[src/rtl/chroma_key_pkg.sv]
// Shared types and helpers for the chroma-key controller and its pixel pipeline.
package chroma_key_pkg;

    typedef enum logic [1:0] {
        IDLE,
        ARM,
        CALIB,
        DONE
    } ck_state_t;

    localparam int EXCESS_W = 10;

    // Green excess g - r - b, held in 10-bit signed (-510..255).
    function automatic logic signed [EXCESS_W-1:0] green_excess(
        input logic [7:0] r,
        input logic [7:0] g,
        input logic [7:0] b
    );
        return $signed({2'b00, g} - {2'b00, r} - {2'b00, b});
    endfunction

endpackage

[src/rtl/chroma_key_pipe.sv]
// Two-stage keying datapath: S1 registers the pixel and its green excess,
// S2 registers the pixel again together with the key mask.
module chroma_key_pipe
    import chroma_key_pkg::*;
(
    input  logic       gclk,
    input  logic       grst_n,
    input  logic       pix_valid,
    input  logic       pix_sof,
    input  logic [7:0] pix_r,
    input  logic [7:0] pix_g,
    input  logic [7:0] pix_b,
    input  logic [8:0] thresh,
    output logic       s1_sof,
    output logic       key_valid,
    output logic       key_sof,
    output logic [7:0] key_r,
    output logic [7:0] key_g,
    output logic [7:0] key_b,
    output logic       key_mask
);

    localparam int STAGES = 2;

    logic [STAGES:1]             vld_pipe;
    logic [STAGES:1]             sof_pipe;
    logic [7:0]                  r1, g1, b1;
    logic [7:0]                  r2, g2, b2;
    logic signed [EXCESS_W-1:0]  ex1;
    logic                        mask2;

    // Qualifiers shift every cycle; data registers follow unconditionally,
    // so payload on invalid cycles is simply stale.
    always_ff @(posedge gclk or negedge grst_n) begin
        if (!grst_n) begin
            vld_pipe <= '0;
            sof_pipe <= '0;
            r1       <= '0;
            g1       <= '0;
            b1       <= '0;
            ex1      <= '0;
            r2       <= '0;
            g2       <= '0;
            b2       <= '0;
            mask2    <= 1'b1;
        end else begin
            vld_pipe <= {vld_pipe[STAGES-1:1], pix_valid};
            sof_pipe <= {sof_pipe[STAGES-1:1], pix_valid & pix_sof};
            r1       <= pix_r;
            g1       <= pix_g;
            b1       <= pix_b;
            ex1      <= green_excess(pix_r, pix_g, pix_b);
            r2       <= r1;
            g2       <= g1;
            b2       <= b1;
            mask2    <= (ex1 > $signed({1'b0, thresh})) ? 1'b0 : 1'b1;
        end
    end

    assign s1_sof    = sof_pipe[1];
    assign key_valid = vld_pipe[STAGES];
    assign key_sof   = sof_pipe[STAGES];
    assign key_r     = r2;
    assign key_g     = g2;
    assign key_b     = b2;
    assign key_mask  = mask2;

endmodule

[src/rtl/chroma_key_controller.sv]
// Green-screen key controller: runs the keying pipeline continuously and
// calibrates the key threshold from the first CAL_N pixels of a frame.
module chroma_key_controller
    import chroma_key_pkg::*;
#(
    parameter int CAL_LOG2       = 10,
    parameter int MARGIN         = 32,
    parameter int DEFAULT_THRESH = 64
) (
    input  logic       clk_in,
    input  logic       rst_n_in,
    input  logic       calib_start_in,
    input  logic       pixel_valid_in,
    input  logic       frame_start_in,
    input  logic [7:0] r_in,
    input  logic [7:0] g_in,
    input  logic [7:0] b_in,
    output logic       pixel_valid_out,
    output logic       frame_start_out,
    output logic [7:0] r_out,
    output logic [7:0] g_out,
    output logic [7:0] b_out,
    output logic       mask_out,
    output logic [8:0] threshold_out,
    output logic       busy_out,
    output logic       cal_done_out
);

    localparam int ACC_W = EXCESS_W + CAL_LOG2;
    localparam int RAW_W = ACC_W + 1;
    localparam int CNT_W = CAL_LOG2 + 1;
    localparam int CAL_N = 1 << CAL_LOG2;

    ck_state_t                  state_q, state_d;
    logic signed [ACC_W-1:0]    acc_q, acc_d;
    logic [CNT_W-1:0]           cnt_q, cnt_d;
    logic [7:0]                 shadow_q, shadow_d;
    logic [7:0]                 active_q;
    logic                       done_q, done_d;

    logic                       s1_sof;
    logic [8:0]                 thr_sel;
    logic signed [EXCESS_W-1:0] ex_in;
    logic signed [ACC_W-1:0]    ex_ext;
    logic signed [ACC_W-1:0]    mean_full;
    logic signed [RAW_W-1:0]    thr_raw;
    logic [7:0]                 thr_clamp;

    assign ex_in     = green_excess(r_in, g_in, b_in);
    assign ex_ext    = ACC_W'(ex_in);
    assign mean_full = acc_q >>> CAL_LOG2;
    assign thr_raw   = RAW_W'(mean_full) - RAW_W'(MARGIN);

    // Clamp mean minus margin into the 0..255 threshold range.
    always_comb begin
        thr_clamp = thr_raw[7:0];
        if (thr_raw[RAW_W-1])
            thr_clamp = 8'd0;
        else if (thr_raw > RAW_W'(255))
            thr_clamp = 8'd255;
    end

    // FSM, accumulator, sample counter and shadow threshold registers.
    always_ff @(posedge clk_in or negedge rst_n_in) begin
        if (!rst_n_in) begin
            state_q  <= IDLE;
            acc_q    <= '0;
            cnt_q    <= '0;
            shadow_q <= 8'(DEFAULT_THRESH);
            done_q   <= 1'b0;
        end else begin
            state_q  <= state_d;
            acc_q    <= acc_d;
            cnt_q    <= cnt_d;
            shadow_q <= shadow_d;
            done_q   <= done_d;
        end
    end

    // Next state: the arming frame_start must arrive after the arm cycle,
    // and the first sample is the frame_start pixel itself.
    always_comb begin
        state_d  = state_q;
        acc_d    = acc_q;
        cnt_d    = cnt_q;
        shadow_d = shadow_q;
        done_d   = 1'b0;
        case (state_q)
            IDLE: begin
                if (calib_start_in)
                    state_d = ARM;
            end
            ARM: begin
                if (pixel_valid_in && frame_start_in) begin
                    acc_d   = ex_ext;
                    cnt_d   = CNT_W'(1);
                    state_d = (CAL_N == 1) ? DONE : CALIB;
                end
            end
            CALIB: begin
                if (pixel_valid_in) begin
                    acc_d = acc_q + ex_ext;
                    cnt_d = cnt_q + CNT_W'(1);
                    if (cnt_q == CNT_W'(CAL_N - 1))
                        state_d = DONE;
                end
            end
            DONE: begin
                shadow_d = thr_clamp;
                done_d   = 1'b1;
                acc_d    = '0;
                cnt_d    = '0;
                state_d  = IDLE;
            end
            default: state_d = IDLE;
        endcase
    end

    // Active threshold only changes as a frame's first pixel leaves S1.
    always_ff @(posedge clk_in or negedge rst_n_in) begin
        if (!rst_n_in)
            active_q <= 8'(DEFAULT_THRESH);
        else if (s1_sof)
            active_q <= shadow_q;
    end

    // The frame-start pixel itself is already compared against the new value.
    assign thr_sel = s1_sof ? {1'b0, shadow_q} : {1'b0, active_q};

    chroma_key_pipe u_pipe (
        .gclk      (clk_in),
        .grst_n    (rst_n_in),
        .pix_valid (pixel_valid_in),
        .pix_sof   (frame_start_in),
        .pix_r     (r_in),
        .pix_g     (g_in),
        .pix_b     (b_in),
        .thresh    (thr_sel),
        .s1_sof    (s1_sof),
        .key_valid (pixel_valid_out),
        .key_sof   (frame_start_out),
        .key_r     (r_out),
        .key_g     (g_out),
        .key_b     (b_out),
        .key_mask  (mask_out)
    );

    assign threshold_out = {1'b0, active_q};
    assign busy_out      = (state_q == ARM) || (state_q == CALIB);
    assign cal_done_out  = done_q;

endmodule
[config.mk]
export PLATFORM = sky130hd
export DESIGN_NAME = chroma_key_controller
export DESIGN_NICKNAME = d
export VERILOG_FILES = /design/src/rtl/chroma_key_pkg.sv /design/src/rtl/chroma_key_pipe.sv /design/src/rtl/chroma_key_controller.sv
export SDC_FILE = /design/constraint.sdc
export NUM_CORES = 1
export LEC_CHECK = 0
export BUFFER_PORTS_ARGS = -buffer_cell sky130_fd_sc_hd__buf_2
export CORE_ASPECT_RATIO = 0.6
export CORE_MARGIN = 5
export CORE_UTILIZATION = 50
export DETAILED_ROUTE_END_ITERATION = 10
export PLACE_DENSITY = 0.73
export SETUP_SLACK_MARGIN = 0.05
export SLEW_MARGIN = 20
export SYNTH_ARGS = -nofsm -noshare
export SYNTH_HDL_FRONTEND = slang
export SYNTH_SLANG_ARGS = --single-unit
[constraint.sdc]
create_clock -name clk_in -period 2.9 [get_ports clk_in]
set_clock_uncertainty 0.2 [all_clocks]
set_input_delay 0.435 -clock clk_in [delete_from_list [all_inputs] [get_ports clk_in]]
set_output_delay 0.435 -clock clk_in [all_outputs]
set_load 0.05 [all_outputs]
# Word-level counts from Yosys, hierarchy flattened
# Cells that the tools add are included.
# word_totals
latchBits	0
mem_bits_ro	0
reg_bits	113
ram_bits	0
n_memories	0
wordCells	54
# classes
div_mod_pow	0
n_addsub	5
n_bitwise	1
n_shift	0
n_eq_ne	8
reduce_logical	6
n_lt_le_gt_ge	2
n_mux	16
multipliers	0
# op_table
op	count
$pmux W20 S3	1
$mux W20	2
$pmux W11 S3	1
$mux W8	3
$mux W11	2
$add A20 B10 Y20	1
$add A11 B1 Y11 const B	1
$eq A11 B10 Y1 const B	1
$gt A11 B9 Y1 const B	1
$sub A10 B7 Y11 const B	1
$gt A10 B9 Y1	1
$sub A10 B8 Y10	1
$sub A8 B8 Y9	1
$mux W2	4
$ne A2 B2 Y1 const B	4
$pmux W2 S4	1
$eq A2 B2 Y1 const B	2
$reduce_and A4 Y1	1
$reduce_and A3 Y1	1
$reduce_bool A3 Y1	1
$eq A2 B1 Y1 const B	1
$logic_not A2 Y1	1
$mux W1	2
$and A1 B1 Y1	1
2 further kinds	2

# Logic depth before layout (Yosys ltp)
# depth
depth_word	5
ltp_mapped	22
mapped_depth_nobuf	22

# Modules after synthesis
# A second synthesis with hierarchy kept.
# unflattened
cells_unflattened	665
hier_area_um2	6503.7
# by_module_without_submodules
mod	instances	cells_per_inst	seq_area_each_um2	area_each_um2
chroma_key_controller	1	469	1253.7	3950.0
chroma_key_pipe	1	196	1577.8	2553.7

# Worst setup path before layout
# No wires, ideal clock.
# synth_path
kind	in2reg
startpoint	in g_in[0]
endpoint	reg acc_q[18]
arrival_time_ps	4382
path_slack_ps	-1769
setup_ps	87
stages	20
path_buffers	0
cell_sequence	inv_1 ha_1 fa_1 nor2b_1 o31a_1 o21a_1 nor2_1 xnor2_1 ha_1 or3_1 o221a_2 inv_1 ha_1 a21o_1 a21o_1 a211oi_1 o31ai_2 a311oi_1 o2111ai_1 o211ai_1
# synth_between
elab_chain_cells	5
word_cells_on_any_way	6
cone_classes	add/sub (3); mux (3)
# synth_rtl
element	line	source
from (decl)	chroma_key_controller.sv:16	input logic [7:0] g_in,
$sub A8 B8 Y9 (*)	chroma_key_pkg.sv:19	return $signed({2'b00, g} - {2'b00, r} - {2'b00, b});
$sub A10 B8 Y10 (*)	-	
via ex_in[9]	chroma_key_controller.sv:43	logic signed [EXCESS_W-1:0] ex_in;
$add A20 B10 Y20	chroma_key_controller.sv:102	acc_d = acc_q + ex_ext;
$mux W20	chroma_key_controller.sv:101	if (pixel_valid_in) begin
$pmux W20 S3 (*)	chroma_key_controller.sv:88	case (state_q)
to (signal assigned)	chroma_key_controller.sv:67	acc_q <= '0;
to (signal assigned)	chroma_key_controller.sv:73	acc_q <= acc_d;
to (decl)	chroma_key_controller.sv:35	logic signed [ACC_W-1:0] acc_q, acc_d;
# The timed path passes the listed nets; every way through them passes the cells marked *. The select of a mux whose other input is x is not followed.
# A chain may end at the register's enable or synchronous reset.

# Final worst setup path
# layout_path
startpoint	in g_in[0]
endpoint	reg acc_q[19]
# layout_between
elab_chain_cells	5
word_cells_on_any_way	6
cone_classes	add/sub (3); mux (3)
# layout_rtl
element	line
$sub A8 B8 Y9 (*)	chroma_key_pkg.sv:19
$sub A10 B8 Y10 (*)	-
$add A20 B10 Y20	chroma_key_controller.sv:102
$mux W20	chroma_key_controller.sv:101
$pmux W20 S3 (*)	chroma_key_controller.sv:88
# Mark *: on every way between the ends. The rest lies on a longest branch, timed or not. The select of a mux whose other input is x is not followed.

==> flow_metrics.tcl <==
set metrics [dict create \
    die_w_um 148 \
    grt_max_degree 56 \
    wl_per_cell_um 19.0 \
    crit_path_start_kind "primary input" \
    hold_viol 0 \
    die_y_um 92.8 \
    ys.flop_type "dfrtp_1" \
    maxCapViolations 0 \
    status "finished with violations" \
    ir_drop_mv 0.581 \
    rows 30 \
    dp_hpwl_um 10700 \
    leakage_nw 3.94 \
    first_pass_iters 6 \
    cts_sinks 113 \
    synth-edff-count 0 \
    clk_pin_slew_ns 0.06 \
    fin_util_pct 75.4 \
    cts_root_buf "clkbuf_16" \
    cts_buffers 17 \
    critPathKind "primary input to flop" \
    syn_area_mm2 0.00571 \
    port_buffers 65 \
    end_kind "flop" \
    clk_path_buf_depth 2 \
    instances_no_fill 912 \
    rsz0062_at_grt "yes" \
    fin_crit_sh_pct 149 \
    synth.distinct_cells 61 \
    drc 0 \
    area_growth_pct 48.2 \
    drt_iter0_drc 377 \
    drive_above_1_share_pct 37.1 \
    grt_util_all_layers_pct 26.1 \
    io_pins 67 \
    finalWirelength_um 17300 \
    timing.slew.headroom_pct 55.0 \
    synth_nets 632 \
    cts_tree "yes" \
    worstPathRequired_ns 2.99 \
    nets 839 \
    dp.cells 835 \
    ys_seq_area_share_pct 49.6 \
    grt_first_pass_wirelength_um 27700 \
    layout_setup_ws_ns -1.42 \
    synth_cells 548 \
    path_cells "buf_8 > inv_8 > ha_4 > fa_2 > nor2b_2 > o31a_1 > o21a_1 > nor2_1 > xnor2_1 > ha_2 > o21a_1 > o221a_4 > buf_12 > clkinvlp_4 > buf_4 > ha_4 > a21oi_1 > o22ai_1 > o21ai_1 > nor2b_2 > a211oi_1 > nor4_1 > nand2_1" \
    critPathBufInv 5 \
    synth-seq-cells 113 \
    core_mm2 0.0112 \
    insertion_delay_ns 0.42 \
    synthArstFlopShare_pct 100 \
    grt-ovfl-total 0 \
    fin_area_mm2 0.00846 \
    die_area_mm2 0.0137 \
    cts_htree_levels 4 \
    ys_warn_count 0 \
    worstMarginPinSlew_ns 0.670 \
    drtAntennaViolNets 0 \
    antenna_found_initial 0 \
    path_delay_family "compound AO/OA/AOI/OAI gates" \
    fillers 693 \
    place_area_mm2 0.00700 \
    vias 5128 \
    max_freq_mhz 232 \
    start_util_pct 50.8 \
    slew_violations 0 \
    grt_pass1_vias 5404 \
    finalSetupViolations 18 \
    setup_tns_ns -18.73 \
    syn_avg_cell_area_um2 10.4 \
    drt-vias-per-instance 5.62 \
    antennaDiodeCount 0 \
    gp_congestion 0.896 \
    layout_min_cycle_time_ns 4.32 \
    cp_slowest_cell "fa_2" \
    hold_path_class "primary input to flop" \
    crit_path_max_fanout 5 \
    powerDensity_mw_per_mm2 1200 \
    violations "setup timing" \
    cpPeakStageDelay_ns 0.37 \
    cp.arrival_ns 4.41 \
    finalHoldWorstSlack_ns 0.0681 \
]
repair_timing:
item,in CTS,in global routing
pin swaps,18,14
cloned,1,0
gates resized for setup,53,24
buffers inserted,10,8
hold buffers,26,0
hold endpoints to repair,62,0
endpoints found under the setup margin,20,20
through the flow:
stage / power, mW / worst slack [ns]
2_1_floorplan: 5.08 / -1.35
3_3_place_gp: 6.68 / -1.71
3_5_place_dp: 6.89 / -1.92
4_1_cts: 9.56 / -1.31
5_1_grt: 10.7 / -1.56
6_report: 10.1 / -1.42
cell families (layout without fill, tap and decap cells):
| group | count (synthesis) | in the layout | share of synthesized area [%] |
|---|---|---|---|
| buf+inv | 63 | 283 | 4.21 |
| xor+xnor | 26 | 26 | 3.99 |
| mux | 10 | 10 | 1.80 |
| fa+ha+maj | 55 | 55 | 12.5 |
| flops | 113 | 113 | 49.6 |
| compound gates | 150 | 150 | 16.9 |
| simple gates | 130 | 130 | 10.9 |
| other cells | 1 | 1 | 0.0657 |
cell usage in the layout (no fill, tap or decap), types with 4 or more instances in the layout:
cell type,synthesis,routed
o211ai_1,8,8
a21o_1,6,6
nand2b_1,5,4
nand3_1,6,5
dlygate4sd3_1,0,26
mux2i_1,8,8
dfrtp_1,110,110
o21ai_0,45,36
clkinvlp_4,0,5
nor3_1,11,11
o21a_1,12,12
buf_4,1,95
a21oi_2,0,8
buf_6,0,11
inv_6,0,4
o21ai_1,1,4
inv_1,52,49
xnor2_1,13,9
ha_4,0,15
clkbuf_16,0,17
and3_1,4,4
o21ai_2,2,6
ha_1,52,34
nor2_1,45,42
a21oi_1,34,24
a211oi_2,0,4
or3_1,6,5
nand4_1,6,6
xor2_1,13,12
buf_12,0,4
buf_2,0,61
nand2_1,28,28
cell type report:
class / count / area [um^2] / area share (%)
multi-input combinational: 372 / 3140 / 37.1
sequential: 113 / 2830 / 33.5
timing repair buffer: 198 / 1500 / 17.7
clock buffer: 18 / 439 / 5.19
inverter: 52 / 209 / 2.47
tap: 144 / 180 / 2.13
clock inverter: 14 / 154 / 1.82
timing repair inverter: 1 / 7.51 / 0.0888
registers in the layout, indices dropped and copies added, names as in the netlist, 2 cells and up:
register / cells
u_pipe.ex1: 10
acc_q: 20
u_pipe.b1: 8
u_pipe.g1: 8
u_pipe.key_b: 8
active_q: 8
cnt_q: 11
u_pipe.sof_pipe: 2
shadow_q: 8
state_q: 2
u_pipe.r1: 8
u_pipe.key_g: 8
u_pipe.vld_pipe: 2
u_pipe.key_r: 8
synthesized netlist by cell type, drive strengths merged, types with 8 or more instances:
cell | number | area (um^2)
a21oi | 34 | 170
clkbuf | 9 | 33.8
dfrtp | 110 | 2750
ha | 52 | 651
inv | 52 | 195
mux2i | 8 | 80.1
nand2 | 28 | 105
nor2 | 45 | 169
nor3 | 11 | 55.1
o211ai | 8 | 60.1
o21a | 12 | 90.1
o21ai | 48 | 248
xnor2 | 13 | 114
xor2 | 13 | 114
power breakdown:
part | internal, mW | switching (mW)
Clock | 1.30 | 0.801
Combinational | 2.59 | 3.12
Sequential | 1.96 | 0.351
final timing paths:
| check | startpoint | to | slack, ns | depth (start not counted) |
|---|---|---|---|---|
| max | g_in[0] | acc_q[19] | -1.42 | 23 |
| min | frame_start_in | u_pipe.sof_pipe[1] | 0.07 | 2 |
| max reg2reg | acc_q[0] | acc_q[16] | -0.05 | 10 |
| min reg2reg | u_pipe.r1[7] | u_pipe.key_r[7] | 0.15 | 0 |
| max in group asynchronous | rst_n_in | shadow_q[6] | 1.40 | 3 |
| min in group asynchronous | rst_n_in | u_pipe.b1[6] | 0.34 | 2 |
per-layer routing:
metal,track usage (%),routed length (um)
met3,7.63,1250
met5,0,0
met2,41.1,8160
met1,34.4,7490
met4,9.68,442
No activity file was read; power rests on OpenSTA's default activity.
